## src/rtl/pipeline_hazard_ctrl_pkg.sv

```systemverilog
// Shared hazard-sequencer types: controller state and the per-stage
// enable/flush pair used by the pipeline-register control nets.
package pipeline_hazard_ctrl_pkg;

    typedef enum logic {
        RUN       = 1'b0,
        DMEM_WAIT = 1'b1
    } haz_state_e;

    typedef struct packed {
        logic en;
        logic flush;
    } stage_ctrl_t;

    // Normal advance, frozen register, and bubble-load encodings
    localparam stage_ctrl_t STAGE_ADVANCE = '{en: 1'b1, flush: 1'b0};
    localparam stage_ctrl_t STAGE_HOLD    = '{en: 1'b0, flush: 1'b0};
    localparam stage_ctrl_t STAGE_BUBBLE  = '{en: 1'b1, flush: 1'b1};
    localparam stage_ctrl_t STAGE_RESET   = '{en: 1'b0, flush: 1'b1};

endpackage

```

## src/rtl/pipeline_hazard_ctrl_hazard_detect.sv

```systemverilog
// Load-use comparator: flags an ID instruction that reads the register a
// load in EX has not yet produced.
module hazard_detect
    import pipeline_hazard_ctrl_pkg::*;
#(
    parameter int REG_AW = 5
) (
    input  logic [REG_AW-1:0] id_rs1,
    input  logic [REG_AW-1:0] id_rs2,
    input  logic              id_use_rs1,
    input  logic              id_use_rs2,
    input  logic [REG_AW-1:0] ex_rd,
    input  logic              ex_memread,
    output logic              load_use
);

    logic rs1_hit;
    logic rs2_hit;

    assign rs1_hit = id_use_rs1 && (ex_rd == id_rs1);
    assign rs2_hit = id_use_rs2 && (ex_rd == id_rs2);

    // x0 is hardwired to zero, so a load targeting it never creates a dependency
    assign load_use = ex_memread && (ex_rd != '0) && (rs1_hit || rs2_hit);

endmodule

```

## src/rtl/pipeline_hazard_ctrl.sv

```systemverilog
// Stall/flush sequencer for the 5-stage pipeline: prioritises data-memory
// waits, redirects, load-use and fetch misses, and counts stalls/redirects.
module pipeline_hazard_ctrl
    import pipeline_hazard_ctrl_pkg::*;
#(
    parameter int REG_AW = 5,
    parameter int CNT_W  = 32
) (
    input  logic              clk,
    input  logic              rst,
    input  logic [REG_AW-1:0] id_rs1,
    input  logic [REG_AW-1:0] id_rs2,
    input  logic              id_use_rs1,
    input  logic              id_use_rs2,
    input  logic [REG_AW-1:0] ex_rd,
    input  logic              ex_memread,
    input  logic              mem_redirect,
    input  logic              mem_req,
    input  logic              dmem_ready,
    input  logic              imem_ready,
    output logic              if_en,
    output logic              id_en,
    output logic              ex_en,
    output logic              mem_en,
    output logic              wb_en,
    output logic              id_flush,
    output logic              ex_flush,
    output logic              mem_flush,
    output logic              wb_flush,
    output logic              pc_redirect,
    output logic [CNT_W-1:0]  stall_cnt,
    output logic [CNT_W-1:0]  flush_cnt
);

    haz_state_e  state;
    haz_state_e  next_state;
    logic        redir_pend;
    logic        next_redir_pend;
    logic        redirect_taken;
    logic        load_use;
    logic        dmem_wait;
    stage_ctrl_t id_ctrl;
    stage_ctrl_t ex_ctrl;
    stage_ctrl_t mem_ctrl;
    stage_ctrl_t wb_ctrl;

    hazard_detect #(
        .REG_AW (REG_AW)
    ) u_hazard_detect (
        .id_rs1     (id_rs1),
        .id_rs2     (id_rs2),
        .id_use_rs1 (id_use_rs1),
        .id_use_rs2 (id_use_rs2),
        .ex_rd      (ex_rd),
        .ex_memread (ex_memread),
        .load_use   (load_use)
    );

    // Once waiting, only dmem_ready releases the freeze
    assign dmem_wait = ((state == DMEM_WAIT) || mem_req) && !dmem_ready;

    // NOTE: every signal assigned here gets a default first so no path leaves it unassigned (no latch).
    always_comb begin
        next_state      = RUN;
        next_redir_pend = redir_pend;
        redirect_taken  = 1'b0;
        pc_redirect     = 1'b0;
        if_en           = 1'b1;
        id_ctrl         = STAGE_ADVANCE;
        ex_ctrl         = STAGE_ADVANCE;
        mem_ctrl        = STAGE_ADVANCE;
        wb_ctrl         = STAGE_ADVANCE;

        if (rst) begin
            if_en    = 1'b0;
            id_ctrl  = STAGE_RESET;
            ex_ctrl  = STAGE_RESET;
            mem_ctrl = STAGE_RESET;
            wb_ctrl  = STAGE_RESET;
        end else if (dmem_wait) begin
            next_state = DMEM_WAIT;
            if_en      = 1'b0;
            id_ctrl    = STAGE_HOLD;
            ex_ctrl    = STAGE_HOLD;
            mem_ctrl   = STAGE_HOLD;
            wb_ctrl    = STAGE_BUBBLE;
        end else if (mem_redirect) begin
            pc_redirect     = 1'b1;
            redirect_taken  = 1'b1;
            id_ctrl         = STAGE_BUBBLE;
            ex_ctrl         = STAGE_BUBBLE;
            mem_ctrl        = STAGE_BUBBLE;
            next_redir_pend = redir_pend || !imem_ready;
        end else if (load_use) begin
            // ID is held, so a pending wrong-path word is not squashed yet
            if_en   = 1'b0;
            id_ctrl = STAGE_HOLD;
            ex_ctrl = STAGE_BUBBLE;
        end else if (!imem_ready) begin
            if_en   = 1'b0;
            id_ctrl = STAGE_BUBBLE;
        end else if (redir_pend) begin
            id_ctrl         = STAGE_BUBBLE;
            next_redir_pend = 1'b0;
        end
    end

    assign id_en     = id_ctrl.en;
    assign ex_en     = ex_ctrl.en;
    assign mem_en    = mem_ctrl.en;
    assign wb_en     = wb_ctrl.en;
    assign id_flush  = id_ctrl.flush;
    assign ex_flush  = ex_ctrl.flush;
    assign mem_flush = mem_ctrl.flush;
    assign wb_flush  = wb_ctrl.flush;

    // NOTE: sequential state uses non-blocking assignments so every register samples pre-edge values.
    always_ff @(posedge clk) begin
        if (rst) begin
            state      <= RUN;
            redir_pend <= 1'b0;
            stall_cnt  <= '0;
            flush_cnt  <= '0;
        end else begin
            state      <= next_state;
            redir_pend <= next_redir_pend;
            if (!if_en) begin
                stall_cnt <= stall_cnt + CNT_W'(1);
            end
            if (redirect_taken) begin
                flush_cnt <= flush_cnt + CNT_W'(1);
            end
        end
    end

endmodule
```

## config.mk

```make
export PLATFORM = sky130hd
export DESIGN_NAME = pipeline_hazard_ctrl
export DESIGN_NICKNAME = d
export VERILOG_FILES = /design/src/rtl/pipeline_hazard_ctrl_pkg.sv /design/src/rtl/pipeline_hazard_ctrl_hazard_detect.sv /design/src/rtl/pipeline_hazard_ctrl.sv
export SDC_FILE = /design/constraint.sdc
export NUM_CORES = 1
export LEC_CHECK = 0
export BUFFER_PORTS_ARGS = -buffer_cell sky130_fd_sc_hd__buf_2
export CAP_MARGIN = 0
export CORE_UTILIZATION = 30
export CTS_CLUSTER_DIAMETER = 100
export DETAILED_ROUTE_END_ITERATION = 12
export GPL_TIMING_DRIVEN = 1
export PLACE_DENSITY_LB_ADDON = 0.25
export SLEW_MARGIN = 20
export SYNTH_ARGS = -nofsm -noshare
export SYNTH_HDL_FRONTEND = slang
export SYNTH_SLANG_ARGS = --single-unit
```

## constraint.sdc

```tcl
create_clock -name clk -period 3.85 [get_ports clk]
set_input_delay 0.1925 -clock clk [delete_from_list [all_inputs] [get_ports clk]]
set_output_delay 0.1925 -clock clk [all_outputs]
set_load 0.1 [all_outputs]
```

==> out/summary.txt, run 1 <==
Worst setup EP type: register
Worst Path Max Fanout: 13
first-pass GRT wire length: 14.5 mm
# rows: 38
Initial Utilization: 30.8%
core area: 0.0109 mm^2
Hold Path Class: input port to register
CTS Buf Count: 9
switch share: 28.7%
Final Util: 37.6%
CTS tree: yes
Layout Skew: 7.46 ps
PwrDens: 356 mW/mm^2
Cells after Synth: 395
clock net sink count: 66
Final Slew Violations: 0
routability cong.: 0.779
H-tree depth: 3
CP Class: register to register
I/O pin cnt: 98
final worst-path cycle share: 61.1%
n_diodes: 0
clock root cell: clkbuf_8
Die Width: 108 um
Setup violations, final: 0
Total GRT Usage: 15.9%
FFs w/ async S/R, synth: 0%
origin of the critical flop-to-flop path: stall_cnt[3]$_SDFFE_PP0N_
static leakage: 1.62 nW
status: completed
RSZ-0062 raised after global routing: no
worst vdd ir: 211 uV
via count: 3,249
final worst slack: 1500 ps
Flop pwr share: 47.8%
fin cells: 629
final hold vios: 0
EDFF count, synth: 0
share of layout cells above drive strength 1: 25.4%
worst skew pair latency: 350 ps
Worst Hold Launch: imem_ready
grt ovf: 0
Syn Std Cell Area: 0.00336 mm^2
fin area: 0.00410 mm^2
Die Ht: 108 um
Post-CTS Resized: 0
initial antenna violation count: 0
worst slew pin tran: 537 ps
Top FF cell, synth: dfxtp_1
Slew headroom: 64.2%
Post-layout nets: 511
Clock Tree Buf Depth: 2
ANT nets after route: 0
Max Fclk: 425 MHz
DRT iter0 DRCs: 171
arrival time worst endpoint: 2630 ps
Setup Fix Bufs, Post-CTS: 0
area leader, netlist: dfxtp_1
Layout Area Growth over Synthesis: 22.0%
post-DR vias/cell: 5.17
die area: 0.0116 mm^2
Area contributors post-synth: dfxtp_1, xor2_1, a21oi_1, nor2_1, nand3_1
Synth Net Count: 421
CP Launch Type: register
average wire per standard cell: 13.9 um
R2R Setup Slk: 1500 ps
Internal Power: 0.00104 W
Yosys Warn Count: 0
vias in the first global route: 2,939
Final min period: 2350 ps
drt total wl: 8.77 mm
Yosys top cell area share: 39.4%
Synth Area per Inst: 8.50 um^2
Pre-antenna DRT Iters: 4
Clock Pin Slew Worst Setup and Hold Paths: 70 ps
R2R depth: 5
power share of the clock group: 39.4%
Switch Pwr: 0.000418 W
Critical Path RT: 4130 ps
Synth Register Bits: 66
placed cells: 614
hold_buf cts: 0
crit path cell chain: and4_1 -> and4_1 -> nand3_1 -> or4_1 -> a21oi_1
PortBufs: 97
drt drc: 0
Logic pwr share: 12.8%
pin count of the biggest net entering global routing: 63
Crit path largest cell delay: 560 ps
worst slack, placed: 1450 ps
hold-critical path depth: 2
DP Area: 0.00391 mm^2
Worst path slowest cell: or4_1
Max Cap Viol: 0
post-DP HPWL: 6.24 mm
Worst Setup SP: stall_cnt[3]$_SDFFE_PP0N_
sequential share of the synthesized area: 39.4%
most used cell, CP: and4_1
Fin Setup TNS: 0 ps
Synth cell types: 40
[per-layer routing]
layer,up-vias,global-route usage (%),wire (um)
met5,-,0,0
met4,0,5.38,89
met3,8,5.51,541
met2,89,26.1,4250
met1,1523,19.2,3890
li1,1629,-,-
[flip-flops by register name (all words and copies together) (netlist names)]
register    count
redir_pend      1
flush_cnt      32
stall_cnt      32
state           1
[layout by cell type (no fill, tap or decap), types with 3 or more instances in the layout]
master    synthesis  routed
buf_2             3      97
nor2_1           40      39
nand4_1          22      22
or4_1            13      13
mux2i_1           3       3
o21a_1            4       4
or3_1            17      17
nor3_1            3       3
o21ai_0           6       6
and2_1            9       9
dfxtp_1          66      66
xor2_1           25      25
xnor2_1          13      13
nand3_1          29      29
a21oi_1          33      32
inv_1             5       5
and3_1            9       9
o21ai_1          14      14
nor2_2            2       3
and4_1           10      10
o31ai_1          12      12
clkbuf_8          0      10
nand2_1          23      23
[power by group through the flow]
stage,clock network [W],registers (W),logic (W)
6_report,0.000575,0.000696,0.000187
5_1_grt,0.000627,0.000698,0.000199
4_1_cts,0.000602,0.000696,0.000189
3_5_place_dp,0,0.000712,0.000189
3_3_place_gp,0,0.000712,0.000187
2_1_floorplan,0,0.000746,0.000122
[path summary, 6_finish.rpt]
check	endpoint
worst max register to register	stall_cnt[21]$_SDFFE_PP0N_
worst min-delay path	redir_pend$_SDFFE_PP0P_
worst min register to register	stall_cnt[31]$_SDFFE_PP0N_
worst max-delay path	stall_cnt[21]$_SDFFE_PP0N_
[worst max-delay path, delay by kind of cell, from the launching register on]
family	cells	cell delay, ps
compound gates	1	150
flops	1	420
simple gates	4	1720
[final cells by class]
type | count | area (um^2)
inverter | 5 | 18.8
fill | 1128 | 6790
tap | 140 | 175
timing repair buffer | 99 | 500
clock buffer | 12 | 145
clock inverter | 3 | 40.0
multi-input combinational | 304 | 1900
sequential | 66 | 1320
[cell families after synthesis]
group	share of synthesized area, %
and+or+nand+nor	30.8
AOI/OAI and AO/OA	13.9
DFF	39.4
xor gates and xnor gates	9.91
buffers and inverters	4.36
muxes	0.895
adders and majority gates	0.745
[metrics by stage]
step / power (W) / hold slack [ps]
final: 0.00146 / 54.9
after global routing: 0.00152 / 38.2
after CTS: 0.00149 / 29.0
after detailed placement: 0.000901 / 415
after global placement: 0.000899 / 408
after floorplan: 0.000868 / 284
[cell usage after synthesis (all sizes together), types with 2 or more instances]
cell    count
nor3        3
and4       10
nand3      29
mux2i       3
buf        11
and3        9
or3        17
nand4      22
a21oi      34
nand2      23
o21ai      21
clkbuf      9
and2        9
xnor2      13
xor2       25
or4b        3
inv         5
o21a        4
nor2       42
or4        13
o41ai       2
dfxtp      66
nand2b      2
ha          2
o31ai      12
Power figures use the tool's default switching activity.
==> run 2, diff against run 1 <==
clock period = 2.3 ns   (was 3.85 ns; I/O delays follow)
==> out/summary.txt, run 2 (same netlist as run 1, synthesis figures left out) <==
Layout Skew: 6.78 ps
hold-critical path depth: 3
Setup violations, final: 0
CP Launch Type: register
die area: 0.0116 mm^2
CTS tree: yes
routability cong.: 0.824
worst slack, placed: 279 ps
Pwr Total: 0.00237 W
final worst-path cycle share: 92.1%
vias in the first global route: 3,120
Critical Path RT: 2180 ps
Levels on crit path: 6
PortBufs: 97
arrival time worst endpoint: 2000 ps
Post-layout nets: 516
Clock Pin Slew Worst Setup and Hold Paths: 70 ps
crit path cell chain: o21bai_1 -> o21ai_0 -> a21oi_4 -> buf_12 -> and2_1 -> buf_12
first-pass GRT wire length: 15.0 mm
initial antenna violation count: 0
Pre-antenna DRT Iters: 4
Final min period: 2120 ps
share of layout cells above drive strength 1: 33.2%
commonest non-fill, non-tap cell in the layout: buf_2
Total GRT Usage: 16.2%
Final Slew Violations: 0
pin count of the biggest net entering global routing: 64
worst skew pair latency: 350 ps
H-tree depth: 3
CP Class: register to primary output
Die Width: 108 um
ANT nets after route: 0
Slew headroom: 65.9%
Max Cap Viol: 0
fin area: 0.00420 mm^2
drt total wl: 8.86 mm
Die Ht: 108 um
I/O pin cnt: 98
placed cells: 618
Max Fclk: 472 MHz
static leakage: 1.67 nW
final worst slack: 181 ps
via count: 3,276
PwrDens: 565 mW/mm^2
Worst path slowest cell: dfxtp_1
post-DR vias/cell: 5.17
Worst Path Max Fanout: 63
CP bufs+invs: 2
R2R depth: 5
clock root cell: clkbuf_8
status: completed
most used cell, CP: buf_12
DRT iter0 DRCs: 167
DP Area: 0.00402 mm^2
worst vdd ir: 433 uV
RSZ-0062 raised after global routing: no
Initial Utilization: 30.8%
drt drc: 0
Crit path max-delay family: compound AO/OA/AOI/OAI gates
Clock Tree Buf Depth: 2
core area: 0.0109 mm^2
final hold vios: 0
clock net sink count: 66
largest registers: flush_cnt (32), stall_cnt (32)
CTS Buf Count: 9
average wire per standard cell: 14.0 um
worst slew pin tran: 511 ps
grt ovf: 0
hold_ws: 126 ps
Layout Area Growth over Synthesis: 25.1%
post-DP HPWL: 6.30 mm
Worst setup EP type: primary output
Hold Path Class: input port to register
n_diodes: 0
# rows: 38
fin cells: 634
Crit path largest cell delay: 310 ps
most frequent cells in the layout: buf_2, nor2_1, dfxtp_2, a21oi_1, dfxtp_1
run 2: changes by cell type in the layout (fill, tap and decap cells not counted), moves of 2 or more:
cell     before  now
buf_12        0    2
dfxtp_1      66   31
dfxtp_2       0   35
buf_4         2    5
run 2: per-stage QoR:
stage               setup TNS [ps]  util [%]
finish                           0      38.6
global route                     0      38.6
CTS                              0      38.6
detailed placement               0      36.9
global placement                 0      36.9
floorplan                     -693         -
run 2: repair_timing:
action,4_1_cts,5_1_grt
resized for setup,0,0
endpoints found under the hold margin,1,0
hold buffers,1,0
buffers inserted,0,0
run 2: area by class of cell:
cell class,instances,area (um^2)
clock buffer,12,155
multi-input combinational,304,1900
inverter,5,18.8
fill,1132,6690
tap,140,175
sequential,66,1370
clock inverter,3,15.0
timing repair buffer,104,568
run 2: final timing paths:
path | startpoint | end | slack [ps]
setup / recovery | state$_SDFF_PP0_ | if_en | 180
hold / removal | mem_req | state$_SDFF_PP0_ | 130
setup reg to reg | stall_cnt[3]$_SDFFE_PP0N_ | stall_cnt[21]$_SDFFE_PP0N_ | 260
hold reg to reg | flush_cnt[31]$_SDFFE_PP0P_ | flush_cnt[31]$_SDFFE_PP0P_ | 490
run 2: worst register-to-register path: stages (launching register included):
cell and delay, ps:
dfxtp_2 380, and4_1 260, and4_1 320, nand3_1 310
or4_1 550, a21oi_1 150
run 2: layer usage:
metal / global-route usage [%] / vias up / share of wire (%)
li1: - / 1631 / -
met4: 5.68 / 0 / 1.4
met1: 19.5 / 1562 / 46
met5: 0 / - / 0
met3: 4.66 / 10 / 5.6
met2: 27.2 / 73 / 47
run 2: where the power goes:
part / total, W / switching [W] / internal [W]
clock: 0.000881 / 0.000442 / 0.000439
sequential: 0.00117 / 0.0000121 / 0.00115
combinational: 0.000329 / 0.000251 / 0.0000778
total: 0.00237 / 0.000705 / 0.00167
